**src/rtl/fpmul_pkg.sv**
```systemverilog
// Shared types and constants for the shared FP multiplier arbiter.
//   fpmul_state_t : arbiter FSM states (IDLE -> CALC -> RESP)
//   FP_QNAN       : canonical quiet NaN returned for Inf/NaN operands
//   FP_EXP_MAX    : exponent field value of Inf/NaN
//   FP_EXP_ZERO   : exponent field value of zero/denormal
//   fp_exp()      : extracts the biased exponent field of a single-precision word
package fpmul_pkg;

  typedef enum logic [1:0] {
    IDLE,
    CALC,
    RESP
  } fpmul_state_t;

  localparam logic [31:0] FP_QNAN     = 32'h7FC00000;
  localparam logic [7:0]  FP_EXP_MAX  = 8'hFF;
  localparam logic [7:0]  FP_EXP_ZERO = 8'h00;

  function automatic logic [7:0] fp_exp(input logic [31:0] x);
    return x[30:23];
  endfunction

endpackage

```
**src/rtl/multiplierunit.sv**
```systemverilog
// Combinational IEEE-754 single-precision multiplier core for normal operands.
//   a, b : operands (assumed normal; special cases are handled by the caller)
//   p    : product; mantissa truncated, exponent wraps modulo 256 (no saturation)
module multiplierunit (
  input  logic [31:0] a,
  input  logic [31:0] b,
  output logic [31:0] p
);

  logic [47:0] prod;
  logic [24:0] prod_top;
  logic [22:0] frac;
  logic [7:0]  exp_sum;

  assign prod     = 48'({1'b1, a[22:0]}) * 48'({1'b1, b[22:0]});
  // Keep only the bits that can reach the result: the normalisation bit plus
  // the 24 bits below it.
  assign prod_top = 25'(prod >> 23);

  // Product of two [1,2) significands lies in [1,4); bit 24 set means it is
  // >= 2, so shift down one place and bump the exponent.
  assign frac     = prod_top[24] ? prod_top[23:1] : prod_top[22:0];
  assign exp_sum  = a[30:23] + b[30:23] - 8'd127 + {7'b0, prod_top[24]};

  assign p = {a[31] ^ b[31], exp_sum, frac};

endmodule

```
**src/rtl/fpmul_arbiter.sv**
```systemverilog
// Round-robin arbiter sharing one single-precision multiplier between N_REQ
// requesters, with registered operands/results and zero/Inf/NaN override.
//   clk, reset_n         : clock (rising edge), async active-low reset
//   req_valid/req_ready  : per-requester operand handshake (ready one-hot or zero)
//   req_a, req_b         : per-requester operands
//   rsp_valid/rsp_ready  : result handshake
//   rsp_data/rsp_id      : product and issuing requester index
//   rsp_flags            : [0] zero-override, [1] NaN-override
//   busy                 : high whenever an operation is in flight
//   op_count             : completed response handshakes, wrapping
module fpmul_arbiter
  import fpmul_pkg::*;
#(
  parameter int N_REQ = 4,
  parameter int ID_W  = $clog2(N_REQ),
  parameter int CNT_W = 16
) (
  input  logic                   clk,
  input  logic                   reset_n,
  input  logic [N_REQ-1:0]       req_valid,
  output logic [N_REQ-1:0]       req_ready,
  input  logic [N_REQ-1:0][31:0] req_a,
  input  logic [N_REQ-1:0][31:0] req_b,
  output logic                   rsp_valid,
  input  logic                   rsp_ready,
  output logic [31:0]            rsp_data,
  output logic [ID_W-1:0]        rsp_id,
  output logic [1:0]             rsp_flags,
  output logic                   busy,
  output logic [CNT_W-1:0]       op_count
);

  // Returns {found, index} of the first valid requester at or after ptr,
  // wrapping modulo N_REQ. Walks offsets high-to-low so the smallest offset
  // is the last (and therefore final) assignment.
  function automatic logic [ID_W:0] rr_pick(input logic [N_REQ-1:0] valid,
                                            input logic [ID_W-1:0]  ptr);
    logic [ID_W:0] res;
    int            idx;
    res = '0;
    for (int i = N_REQ - 1; i >= 0; i--) begin
      idx = int'(ptr) + i;
      if (idx >= N_REQ) idx = idx - N_REQ;
      if (valid[idx]) res = {1'b1, ID_W'(idx)};
    end
    return res;
  endfunction

  fpmul_state_t    state_reg, state_next;
  logic [ID_W-1:0] rr_ptr_reg;
  logic [31:0]     a_reg, b_reg;
  logic [ID_W-1:0] id_reg;
  logic [31:0]     rsp_data_reg;
  logic [ID_W-1:0] rsp_id_reg;
  logic [1:0]      rsp_flags_reg;
  logic [CNT_W-1:0] op_count_reg;

  logic [ID_W:0]   pick;
  logic            grant_any;
  logic [ID_W-1:0] grant_id;
  logic            grant_fire;
  logic            ready_en;
  logic [31:0]     mul_p;
  logic [31:0]     res_data;
  logic [1:0]      res_flags;

  assign pick       = rr_pick(req_valid, rr_ptr_reg);
  assign grant_any  = pick[ID_W];
  assign grant_id   = pick[ID_W-1:0];
  assign grant_fire = (state_reg == IDLE) && grant_any;

  multiplierunit u_mul (
    .a (a_reg),
    .b (b_reg),
    .p (mul_p)
  );

  // Special operands override the raw unit output; Inf/NaN beats zero.
  always_comb begin
    res_data  = mul_p;
    res_flags = 2'b00;
    if (fp_exp(a_reg) == FP_EXP_MAX || fp_exp(b_reg) == FP_EXP_MAX) begin
      res_data  = FP_QNAN;
      res_flags = 2'b10;
    end else if (fp_exp(a_reg) == FP_EXP_ZERO || fp_exp(b_reg) == FP_EXP_ZERO) begin
      res_data  = {a_reg[31] ^ b_reg[31], 31'b0};
      res_flags = 2'b01;
    end
  end

  // State register
  always_ff @(posedge clk or negedge reset_n) begin
    if (!reset_n) state_reg <= IDLE;
    else          state_reg <= state_next;
  end

  // Next-state logic
  always_comb begin
    state_next = state_reg;
    case (state_reg)
      IDLE:    if (grant_any) state_next = CALC;
      CALC:    state_next = RESP;
      RESP:    if (rsp_ready) state_next = IDLE;
      default: state_next = IDLE;
    endcase
  end

  // Output logic. Grants are suppressed while reset is held so the ready
  // lines read zero as soon as reset asserts.
  always_comb begin
    rsp_valid = (state_reg == RESP);
    busy      = (state_reg != IDLE);
    ready_en  = (state_reg == IDLE) && reset_n;
  end

  generate
    for (genvar gi = 0; gi < N_REQ; gi++) begin : g_ready
      assign req_ready[gi] = ready_en && grant_any && (grant_id == ID_W'(gi));
    end
  endgenerate

  // Operand capture, result registration and completion counting
  always_ff @(posedge clk or negedge reset_n) begin
    if (!reset_n) begin
      rr_ptr_reg    <= '0;
      a_reg         <= '0;
      b_reg         <= '0;
      id_reg        <= '0;
      rsp_data_reg  <= '0;
      rsp_id_reg    <= '0;
      rsp_flags_reg <= '0;
      op_count_reg  <= '0;
    end else begin
      if (grant_fire) begin
        a_reg      <= req_a[grant_id];
        b_reg      <= req_b[grant_id];
        id_reg     <= grant_id;
        rr_ptr_reg <= (grant_id == ID_W'(N_REQ - 1)) ? '0 : grant_id + ID_W'(1);
      end
      if (state_reg == CALC) begin
        rsp_data_reg  <= res_data;
        rsp_flags_reg <= res_flags;
        rsp_id_reg    <= id_reg;
      end
      if (state_reg == RESP && rsp_ready) begin
        op_count_reg <= op_count_reg + CNT_W'(1);
      end
    end
  end

  assign rsp_data  = rsp_data_reg;
  assign rsp_id    = rsp_id_reg;
  assign rsp_flags = rsp_flags_reg;
  assign op_count  = op_count_reg;

endmodule

```
**config.mk**
```make
export PLATFORM = sky130hd
export DESIGN_NAME = fpmul_arbiter
export DESIGN_NICKNAME = d
export VERILOG_FILES = /design/src/rtl/fpmul_pkg.sv /design/src/rtl/multiplierunit.sv /design/src/rtl/fpmul_arbiter.sv
export SDC_FILE = /design/constraint.sdc
export NUM_CORES = 2
export LEC_CHECK = 0
export BUFFER_PORTS_ARGS = -buffer_cell sky130_fd_sc_hd__buf_2
export CORE_MARGIN = 4
export CORE_UTILIZATION = 50
export CTS_CLUSTER_DIAMETER = 40
export DETAILED_ROUTE_END_ITERATION = 10
export PLACE_DENSITY = 0.72
export SLEW_MARGIN = 30
export SYNTH_ARGS = -nofsm -noshare
export SYNTH_HDL_FRONTEND = slang
export SYNTH_HIERARCHICAL = 1
export SYNTH_SLANG_ARGS = --single-unit
```
**constraint.sdc**
```tcl
create_clock -name clk -period 7.6 [get_ports clk]
set_clock_uncertainty 0.1 [all_clocks]
set_input_delay 0.38 -clock clk [delete_from_list [all_inputs] [get_ports clk]]
set_output_delay 0.38 -clock clk [all_outputs]
set_load 0.005 [all_outputs]
```
Yosys cells after proc, flatten, opt, wreduce, memory -nomap -nowiden:

Index checks and enable logic that the tools add are counted.

* register bits after elaboration: 122
* output and inout bits: 58
* word-level logic and storage cells: 90

* $add $sub $neg: 12
* $mul: 1
* magnitude comparators: 9
* eq/ne operators: 9
* muxes and demuxes: 33
* bitwise gates (word level): 1
* reductions and logical operators: 16

Operators by type and width (count)
* two-way mux 32 bit: 7
* binary-select mux 32 bit (select 2 bit): 2
* less-than comparator 32 x 4 -> 1 bit (second input constant): 4
* multiplier 24 x 24 -> 48 bit: 1
* two-way mux 31 bit: 1
* two-way mux 23 bit: 1
* adder 16 x 1 -> 16 bit (second input constant): 1
* equality test 8 bit (second input constant): 2
* zero test 8 bit: 2
* two-way mux 3 bit: 4
* subtractor 3 x 3 -> 4 bit (second input constant): 3
* greater-or-equal comparator 3 bit (second input constant): 3
* two-way mux 1 bit: 9
* adder 8 x 1 -> 8 bit: 1
* adder 8 bit: 1
* binary-select mux 1 bit (select 2 bit): 4
* logical AND 1 bit: 8
* two-way mux 2 bit: 4
* subtractor 8 x 7 -> 8 bit (second input constant): 1
* adder 2 x 2 -> 3 bit (second input constant): 2
* equality test 2 bit (second input constant): 3
* one-hot mux 2 bit (3 select lines): 1
* equality test 2 x 1 -> 1 bit (second input constant): 2
* zero test 2 bit: 2
* 11 further kinds: 12

Logic depth before layout (Yosys ltp):

* word-level depth: 12
* gate-level depth with buffers: 40
* gate-level depth less buffers: 37

Cells and area by module:

Netlist, hierarchy kept.

Modules (own cells, without submodules)
* multiplierunit: instances 1, cells each 2128, area an instance 18794.3 um^2, sequential area each 0.0 um^2
* fpmul_arbiter: instances 1, cells each 589, area an instance 6259.8 um^2, sequential area each 3052.9 um^2

Worst setup path before layout:

Ideal clock, no wire load.

* path type: reg2reg
* start: register a_reg[13]
* end: register rsp_data_reg[30], in the netlist rsp_data[30]
* data arrival time: 8053 ps
* data required time: 7423 ps
* setup slack: -630 ps
* cell stages (with the launch flop): 39
* cells stage by stage: dfrtp_1 > clkbuf_1 > nand2_1 > fa_1 > inv_1 > fa_1 > inv_1 > fa_1 > inv_1 > fa_1 > inv_1 > fa_1 > inv_1 > fa_1 > inv_1 > fa_1 > inv_1 > ha_1 > [... 3 more ...] > nand4_4 > nand3_2 > nand4_1 > and2_1 > buf_2 > nand2_4 > buf_6 > or2_1 > ha_1 > a21o_1 > a21oi_1 > o21bai_1 > a21oi_1 > o21bai_1 > a21oi_1 > xnor2_1 > nand2_1 > a21oi_1

* word-level cells in the longest chain between the ends: 4

RTL lines
* from (decl): line fpmul_arbiter.sv:51 `logic [31:0] a_reg, b_reg;`
* from (signal assigned): line fpmul_arbiter.sv:135 `a_reg <= req_a[grant_id];`
* multiplier 24 x 24 -> 48 bit: line multiplierunit.sv:15 `assign prod = 48'({1'b1, a[22:0]}) * 48'({1'b1, b[22:0]});`
* adder 8 x 1 -> 8 bit: line multiplierunit.sv:23 `assign exp_sum = a[30:23] + b[30:23] - 8'd127 + {7'b0, prod_top[24]};`
* named net mul_p[30]: line fpmul_arbiter.sv:63 `logic [31:0] mul_p;`
* two-way mux 31 bit: line fpmul_arbiter.sv:85 `end else if (fp_exp(a_reg) == FP_EXP_ZERO || fp_exp(b_reg) == FP_EXP_ZERO) begin`
* two-way mux 32 bit: line fpmul_arbiter.sv:82 `if (fp_exp(a_reg) == FP_EXP_MAX || fp_exp(b_reg) == FP_EXP_MAX) begin`
* to (signal assigned): line fpmul_arbiter.sv:141 `rsp_data_reg <= res_data;`
* to (decl): line fpmul_arbiter.sv:53 `logic [31:0] rsp_data_reg;`

The timed path passes the listed nets, and every way through them passes these cells.
A chain may end at the register's enable or synchronous reset.

Worst setup path after layout:

* start: register a_reg[11]
* end: register rsp_data_reg[30], in the netlist rsp_data[30]

The elaborated chain is that of the path after synthesis.

==> flow_metrics.py <==
metrics = {
    "outcome": {
        "violations": "negative setup slack",
        "status": "finished with violations",
    },
    "clocking": {
        "htree_levels": 4,
        "clk_pin_slew_ns": 0.06,
        "clock_sinks": 122,
        "cts_hold_buffers": 0,
        "clockBufferDepth": 2,
        "insertion_delay_ns": 0.44,
        "cts_tree": "done",
        "cts-root-buf": "clkbuf_16",
        "numCtsBuffers": 17,
    },
    "timing": {
        "fin_crit_sh": 1.04,
        "max-slew-margin-rel": 0.357,
        "timing.hold.ws_ns": 0.0393,
        "fin_crit_ns": 7.94,
        "grt_setup_unrepaired": "true",
        "tightest_slew_ns": 0.964,
        "final-hold-violation-count": 0,
        "report.final.slew_viol_count": 0,
        "setup_slack_ns": -0.342,
        "setup-tns-final_ns": -1.39,
        "setup_viol_count_final": 6,
        "max_freq_mhz": 126,
    },
    "critical_path": {
        "worst_r2r_startpoint": "a_reg[11]",
        "slowest_delay_ns": 0.59,
        "end_kind": "register",
        "crit_required_ns": 7.87,
        "crit_start": "a_reg[11]",
        "criticalPathCategory": "register to register",
        "worstPathArrival_ns": 8.21,
        "crit_path_frequent_cell": "fa_1",
        "reg2reg_slack_ns": -0.34,
        "crit_fanout": 6,
        "slowest_stage": "fa_1",
        "cp-start-kind": "register",
    },
    "detailed_routing": {
        "route.vias.total": 21000,
        "routed_via_density": 5.39,
        "totalWireLength_um": 78800,
        "drt_iter0_drc": 1302,
        "drtPass1Iterations": 5,
        "wl_per_cell_um": 20.2,
        "ant_nets": 0,
        "drc_errors": 0,
    },
    "yosys": {
        "synthArstFlopShare": 1.00,
        "synth_seq_cells": 122,
        "synth_cell_types": 78,
        "synth_cells": 2717,
        "synth_largest_area_cell": "fa_1",
        "ys_seq_area_frac": 0.122,
        "syn_nets": 3645,
        "ys.flop_type": "dfrtp_1",
        "synth_top_area_frac": 0.385,
        "syn_avg_cell_area_um2": 9.22,
        "yosysWarnings": 6,
        "yosys-top-cells-area": "fa_1 39%, dfrtp_1 12%, inv_1 9.7%, ha_1 9.1%, and2_1 5.4%",
        "syn-cell-area_mm2": 0.0251,
        "synth_edf_count": 0,
    },
    "placed_design": {
        "portBuffers": 320,
        "gp_congestion": 0.977,
        "post-dp-hpwl_um": 65200,
    },
    "cells_and_area": {
        "layout-drive-gt1-share": 0.258,
        "syn_to_final_growth_pct": 22.5,
        "fillerInstances": 4183,
        "seqCellArea_mm2": 0.00308,
        "finalNetCount": 4144,
        "multiInputGateArea_mm2": 0.0195,
    },
    "grt": {
        "antenna_found_initial": 4,
        "grt_util_all_layers": 0.293,
        "grt_pass1_vias": 23100,
        "grt-ovfl-total": 0,
        "grt_start_max_net_pins": 75,
        "grt_pass1_wl_um": 123000,
    },
    "floorplanning": {
        "start_util": 0.509,
        "coreArea_mm2": 0.0493,
        "die_y_um": 232,
        "rows": 81,
        "ios": 321,
        "dieArea_mm2": 0.0538,
        "die_x_um": 232,
    },
    "job": {
        "cap_violations": 0,
    },
    "min_path": {
        "hold_class": "primary input to async pin",
    },
}
-- logic make-up after synthesis --
group	after synthesis	synth area share
multiplexers	83	0.0339
AO/OA/AOI/OAI	288	0.0887
buffers and inverters	795	0.124
adder cells (fa/ha/maj)	665	0.477
XOR/XNOR	50	0.0175
AND/OR/NAND/NOR	714	0.138
flip-flops	122	0.122
-- layout make-up --
type / count / share of cell area
clock buffers: 20 / 0.0146
repair buffers: 627 / 0.139
diodes: 1 / 0.0000815
well taps: 664 / 0.0271
inverters: 648 / 0.0797
multi-input cells: 1800 / 0.634
flip-flops and latches: 122 / 0.100
clock inverters: 12 / 0.00526
-- routing by layer --
metal / vias to the layer above / wire, µm / track usage
met5: - / 26 / 0
li1: 9310 / - / -
met4: 4 / 3530 / 0.113
met1: 10600 / 29700 / 0.359
met3: 195 / 6110 / 0.0562
met2: 881 / 39300 / 0.512
-- placed cells by master (no fill, tap or decap), drive strengths merged, types with 2 or more instances in the layout --
cell | netlist | layout
inv | 646 | 649
buf | 34 | 626
fa | 482 | 482
nand2 | 340 | 340
and2 | 217 | 217
ha | 183 | 183
dfrtp | 122 | 122
nor2 | 82 | 82
mux2i | 69 | 69
a22oi | 65 | 65
o221ai | 65 | 65
a21oi | 54 | 54
xnor2 | 33 | 33
o21ai | 24 | 24
a22o | 23 | 23
clkbuf | 113 | 21
nand4 | 18 | 18
xor2 | 17 | 17
a21o | 15 | 15
mux2 | 14 | 14
nand3 | 13 | 13
o21bai | 11 | 11
nor3 | 9 | 9
nand2b | 8 | 8
a211oi | 6 | 6
or2 | 5 | 5
nor2b | 4 | 4
and3 | 4 | 4
clkinvlp | 0 | 4
nor4 | 4 | 4
clkinv | 2 | 4
a221oi | 4 | 4
o211ai | 3 | 3
bufinv | 0 | 3
a31o | 3 | 3
or4 | 2 | 2
and3b | 2 | 2
and4 | 2 | 2
a311oi | 2 | 2
-- final timing paths --
kind,endpoint,cells past startpoint
worst max-delay path,rsp_data[30],33
worst min-delay path,op_count[0],2
worst max register to register,rsp_data[30],33
worst min register to register,rsp_data[31],2
max in group asynchronous,a_reg[10],3
min in group clk,state_reg[1],2
-- timing repair --
action,in CTS,in global routing
setup buffers,28,24
endpoints found under the setup margin,16,27
cloned,0,1
pin swaps,26,62
gates resized for setup,44,63
-- Yosys cell counts (all sizes together), types with 14 or more instances --
cell	n
a21o	15
ha	183
inv	646
buf	34
and2	217
a22o	23
mux2	14
nand4	18
o221ai	65
xor2	17
dfrtp	122
a21oi	54
xnor2	33
mux2i	69
nand2	340
nor2	82
clkbuf	113
a22oi	65
fa	482
o21ai	24
-- worst max-delay path, delay by kind of cell (launching register included) --
kind,cells,cell delay (ns)
flip-flops,1,0.44
AND/OR/NAND/NOR,9,1.49
adder cells (fa/ha/maj),9,4.08
XOR/XNOR,1,0.14
AO/OA/AOI/OAI,7,0.99
buffers and inverters,7,0.65
-- through the flow --
step                       util  cell area [µm²]  std cells  worst slack [ns]
after detailed placement  0.594            29200       3810            -0.675
after CTS                 0.614            30200       3869            -0.428
final                     0.623            30700       3894            -0.342
after global placement    0.593            29200       3810            -0.443
after global routing      0.623            30700       3893            -0.639
after floorplan               -            25600       2717            -0.119
Power is left out: the tool's default activity adds up to more than one toggle a clock period on the data nets, which glitch-free logic cannot reach.
